File: config.mk
export PLATFORM = sky130hd
export DESIGN_NAME = clint_timer
export DESIGN_NICKNAME = d
export VERILOG_FILES = /design/src/rtl/clint_timer.sv
export SDC_FILE = /design/constraint.sdc
export NUM_CORES = 1
export LEC_CHECK = 0
export ABC_AREA = 1
export CAP_MARGIN = 40
export CORE_AREA = 2 2 167 169
export CTS_CLUSTER_SIZE = 14
export DETAILED_ROUTE_END_ITERATION = 10
export DIE_AREA = 0 0 169 171
export GPL_TIMING_DRIVEN = 0
export PLACE_DENSITY = 0.86
export SLEW_MARGIN = 20
export SYNTH_ARGS = -nofsm -noshare
export SYNTH_HDL_FRONTEND = slang
export SYNTH_SLANG_ARGS = --single-unit
File: constraint.sdc
create_clock -name clk -period 6.38 [get_ports clk]
set_input_delay 0.957 -clock clk [delete_from_list [all_inputs] [get_ports clk]]
set_output_delay 0.957 -clock clk [all_outputs]
set_load 0.02 [all_outputs]
File: src/rtl/clint_timer.sv
// Core-local interruptor: msip, mtimecmp and free-running mtime behind a
// single-outstanding request/response port; drives trint and swint.
module clint_timer #(
  parameter logic [63:0] BASE_ADDR = 64'h0000_0000_0200_0000,
  parameter int unsigned TICK_DIV  = 1
) (
  input  logic        clk,
  input  logic        reset,
  input  logic        req_valid,
  input  logic        req_write,
  input  logic [63:0] req_addr,
  input  logic [7:0]  req_strobe,
  input  logic [63:0] req_data,
  output logic        resp_valid,
  output logic [63:0] resp_data,
  output logic        resp_error,
  output logic        trint,
  output logic        swint
);

  localparam int unsigned PW = (TICK_DIV > 1) ? $clog2(TICK_DIV) : 1;
  localparam logic [PW-1:0] PS_LAST = PW'(TICK_DIV - 1);

  typedef enum logic {IDLE, RESP} state_t;

  state_t        state;
  logic [63:0]   mtime;
  logic [63:0]   mtimecmp;
  logic          msip;
  logic [PW-1:0] prescaler;

  logic          tick;
  logic          in_window;
  logic          sel_msip;
  logic          sel_cmp;
  logic          sel_time;
  logic          hit;
  logic          wr;
  logic [63:0]   mask;
  logic [63:0]   rdata;
  logic          unused_addr_bits;

  assign unused_addr_bits = ^req_addr[2:0];

  assign tick      = (prescaler == PS_LAST);
  assign in_window = (req_addr[63:16] == BASE_ADDR[63:16]);
  assign sel_msip  = in_window && (req_addr[15:3] == 13'h0000);
  assign sel_cmp   = in_window && (req_addr[15:3] == 13'h0800);
  assign sel_time  = in_window && (req_addr[15:3] == 13'h17FF);
  assign hit       = sel_msip || sel_cmp || sel_time;
  assign wr        = (state == IDLE) && req_valid && req_write && hit;

  always_comb begin
    mask = '0;
    for (int unsigned i = 0; i < 8; i++) begin
      mask[i*8 +: 8] = {8{req_strobe[i]}};
    end
  end

  always_comb begin
    rdata = '0;
    if (sel_msip)      rdata = {63'd0, msip};
    else if (sel_cmp)  rdata = mtimecmp;
    else if (sel_time) rdata = mtime;
  end

  // A store to mtime takes priority over the tick on the same edge.
  always_ff @(posedge clk or posedge reset) begin
    if (reset) begin
      prescaler <= '0;
      mtime     <= '0;
      mtimecmp  <= '1;
      msip      <= 1'b0;
    end else begin
      prescaler <= tick ? '0 : prescaler + PW'(1);
      if (wr && sel_time)
        mtime <= (mtime & ~mask) | (req_data & mask);
      else if (tick)
        mtime <= mtime + 64'd1;
      if (wr && sel_cmp)
        mtimecmp <= (mtimecmp & ~mask) | (req_data & mask);
      if (wr && sel_msip && req_strobe[0])
        msip <= req_data[0];
    end
  end

  always_ff @(posedge clk or posedge reset) begin
    if (reset) begin
      state      <= IDLE;
      resp_valid <= 1'b0;
      resp_data  <= '0;
      resp_error <= 1'b0;
    end else begin
      case (state)
        IDLE: begin
          if (req_valid) begin
            state      <= RESP;
            resp_valid <= 1'b1;
            resp_error <= !hit;
            resp_data  <= (req_write || !hit) ? '0 : rdata;
          end
        end
        RESP: begin
          state      <= IDLE;
          resp_valid <= 1'b0;
        end
        default: begin
          state      <= IDLE;
          resp_valid <= 1'b0;
        end
      endcase
    end
  end

  assign trint = (mtime >= mtimecmp);
  assign swint = msip;

endmodule
==> metrics.txt <==
Die Area=28900 µm²; Via density=5.858; share of layout cells above drive strength 1=8.122%; Routability Congestion=0.9814; Post-DRT Antenna Nets=0; HP Class=reg -> reg; GRT Total Usage=32.91%; Yosys Warn Count=0; peak supply drop=137.9 µV; cell taking the most area after synthesis=dfrtp_1; Worst EP required=5.42 ns; count leader, synth=nand2_1; mapped cell area=13420 µm²; row cnt=61; Reg2Reg Depth=10; Worst-path clk slew=0.07 ns; Detailed Place HPWL=36.56 mm; Fmax achieved=0.2190 GHz; share of the synthesized area in the top cell type=24.61%; PD cells=155.6 nW/µm²; Num CTS Buffers=17; ANT cells=0; clk_lat worst skew=0.47 ns; Max-cap violations=0; H-Tree Depth=4; largest net degree at the start of global routing=87; first-pass GRT wire length=74.37 mm; vias in the first global route=13930; synthesized net count=2102; cells after synthesis=1897; TritonCTS clock tree=yes; Layout area overhead=22.98%; Net count, final=2322; Ports=208; Worst R2R Setup Slack=3.66 ns; CTS sink count=196; fin. max-slew vios=0; final setup violating endpoints=0; Setup TNS Final=0 ns; final core area utilization=60.41%; Synth area leaders=dfrtp_1 25%, nand2_1 16%, dfstp_2 13%; antenna violations before repair=0; CTS resizes=0; port buffer count=196; grt total ovfl=0; first drt pass iteration count=8; post-CTS setup buffer count=0; post-synth cell types=34; hold_buf cts=0; post-route DRC violation count=0; final critical-path share of the clock period=71.56%; CP max FO=3; CTS max path bufs=2; critical path class=reg -> out; Reg area=4985 µm²; Fin. Hold Viols=0; Seq cells post-synth=196; core outline area=27320 µm²; CP startpoint kind=flop; number of synthesized flops with an enable pin=0; Via Count=14500; multi-input logic area=7355 µm²; min Tclk post-route=4.565 ns; P_leak=0.007658 µW; outcome=finished clean; post-route non-filler standard cell count=2476; FILL cells=2495; RSZ-0062 raised after global routing=no; Slew headroom=48.88%; syn avg cell area=7.076 µm²; die height=171 µm; worst slew pin tran=0.7598 ns; hold_ws=0.4450 ns; dpl cells=2444; Die W=169 µm; DR iter-0 viols=1514; top_reg_cell synth=dfrtp_1; Placement Setup Slack=2.436 ns; crit path capture type=output port; Routed WL=46.87 mm; root buffer cell=clkbuf_16; Initial Utilization=49.13%; ys async rst share=100.0%; fin worst setup slack=1.815 ns; Routed WL per cell=18.93 µm; Arr. time, crit path=3.61 ns; CP Capture Point=trint; Worst Skew=0.01936 ns; sequential element share of the synthesized area=37.14%; most frequent cells after synthesis=567 x nand2_1, 247 x nand3_1, 213 x nand4_1
==> cell usage in the layout, fill, tap and decap left out, types with 2 or more instances in the layout <==
| master | instances |
|---|---|
| o22ai_1 | 7 |
| nand2_1 | 567 |
| clkdlybuf4s50_1 | 196 |
| and2_1 | 5 |
| xor2_1 | 29 |
| nand4_1 | 213 |
| buf_6 | 7 |
| xnor2_1 | 21 |
| clkbuf_8 | 2 |
| clkinv_4 | 3 |
| dfstp_2 | 64 |
| nand3_1 | 247 |
| inv_1 | 143 |
| buf_1 | 8 |
| buf_16 | 2 |
| dfrtp_1 | 132 |
| nor4_1 | 2 |
| clkbuf_1 | 43 |
| o211ai_1 | 22 |
| a21oi_1 | 33 |
| nor2_1 | 164 |
| o21ai_0 | 21 |
| nor3_1 | 33 |
| inv_6 | 6 |
| inv_2 | 2 |
| inv_8 | 3 |
| clkbuf_16 | 17 |
| nand2_2 | 3 |
| ha_1 | 65 |
| buf_2 | 56 |
==> worst min path at each step <==
stage / start / end / cells after the start
after floorplan: state / resp_valid / 1
after global placement: state / resp_valid / 1
after detailed placement: state / resp_valid / 1
after CTS: state / resp_valid / 1
after global routing: state / resp_valid / 1
final: state / resp_valid / 1
==> cell type report <==
type	count	area share, %
Sequential cell	196	30.20
Inverter	146	3.365
Buffer	113	3.244
Clock buffer	19	2.744
Timing Repair Buffer	201	12.45
Tap cell	346	2.623
Clock inverter	13	0.8262
Multi-Input combinational cell	1442	44.55
==> cell families after synthesis <==
group	Yosys count	share of synthesized area (%)
compound gates	87	3.775
flops	196	37.14
fa+ha+maj	65	6.059
xor+xnor	50	3.262
simple gates	1240	41.69
buf+inv	259	8.072
==> worst max-delay path, cell delays in order, from the launching register on <==
cell	delay, ns
dfstp_2	0.58
inv_1	0.06
ha_1	0.30
nand2_1	0.09
nor4_1	0.69
o21ai_0	0.32
nand2_1	0.16
a21oi_1	0.16
nand3_1	0.18
clkdlybuf4s50_1	0.62
==> metal layers <==
metal  wire (µm)  up-vias  share of wire (%)  global-route usage (%)
met3        3405      120                7.3                   5.228
met5           0        -                  0                       0
met2       22170      710                 47                   54.94
li1            -     6834                  -                       -
met4        1931        0                4.1                   13.90
met1       19370     6840                 41                   42.62
==> power breakdown <==
group / switching [µW] / internal (µW) / leakage [µW]
Combinational: 107 / 88.7 / 0.00494
Sequential: 1.01 / 1250 / 0.00242
Clock: 551 / 574 / 0.000294
==> per-stage QoR <==
stage	instance area (µm²)	power (µW)
after global routing	16510	2633
final	16510	2568
after CTS	16510	2569
after floorplan	13420	1335
after global placement	15820	1452
after detailed placement	15920	1463
(Power assumes the default switching activity.)
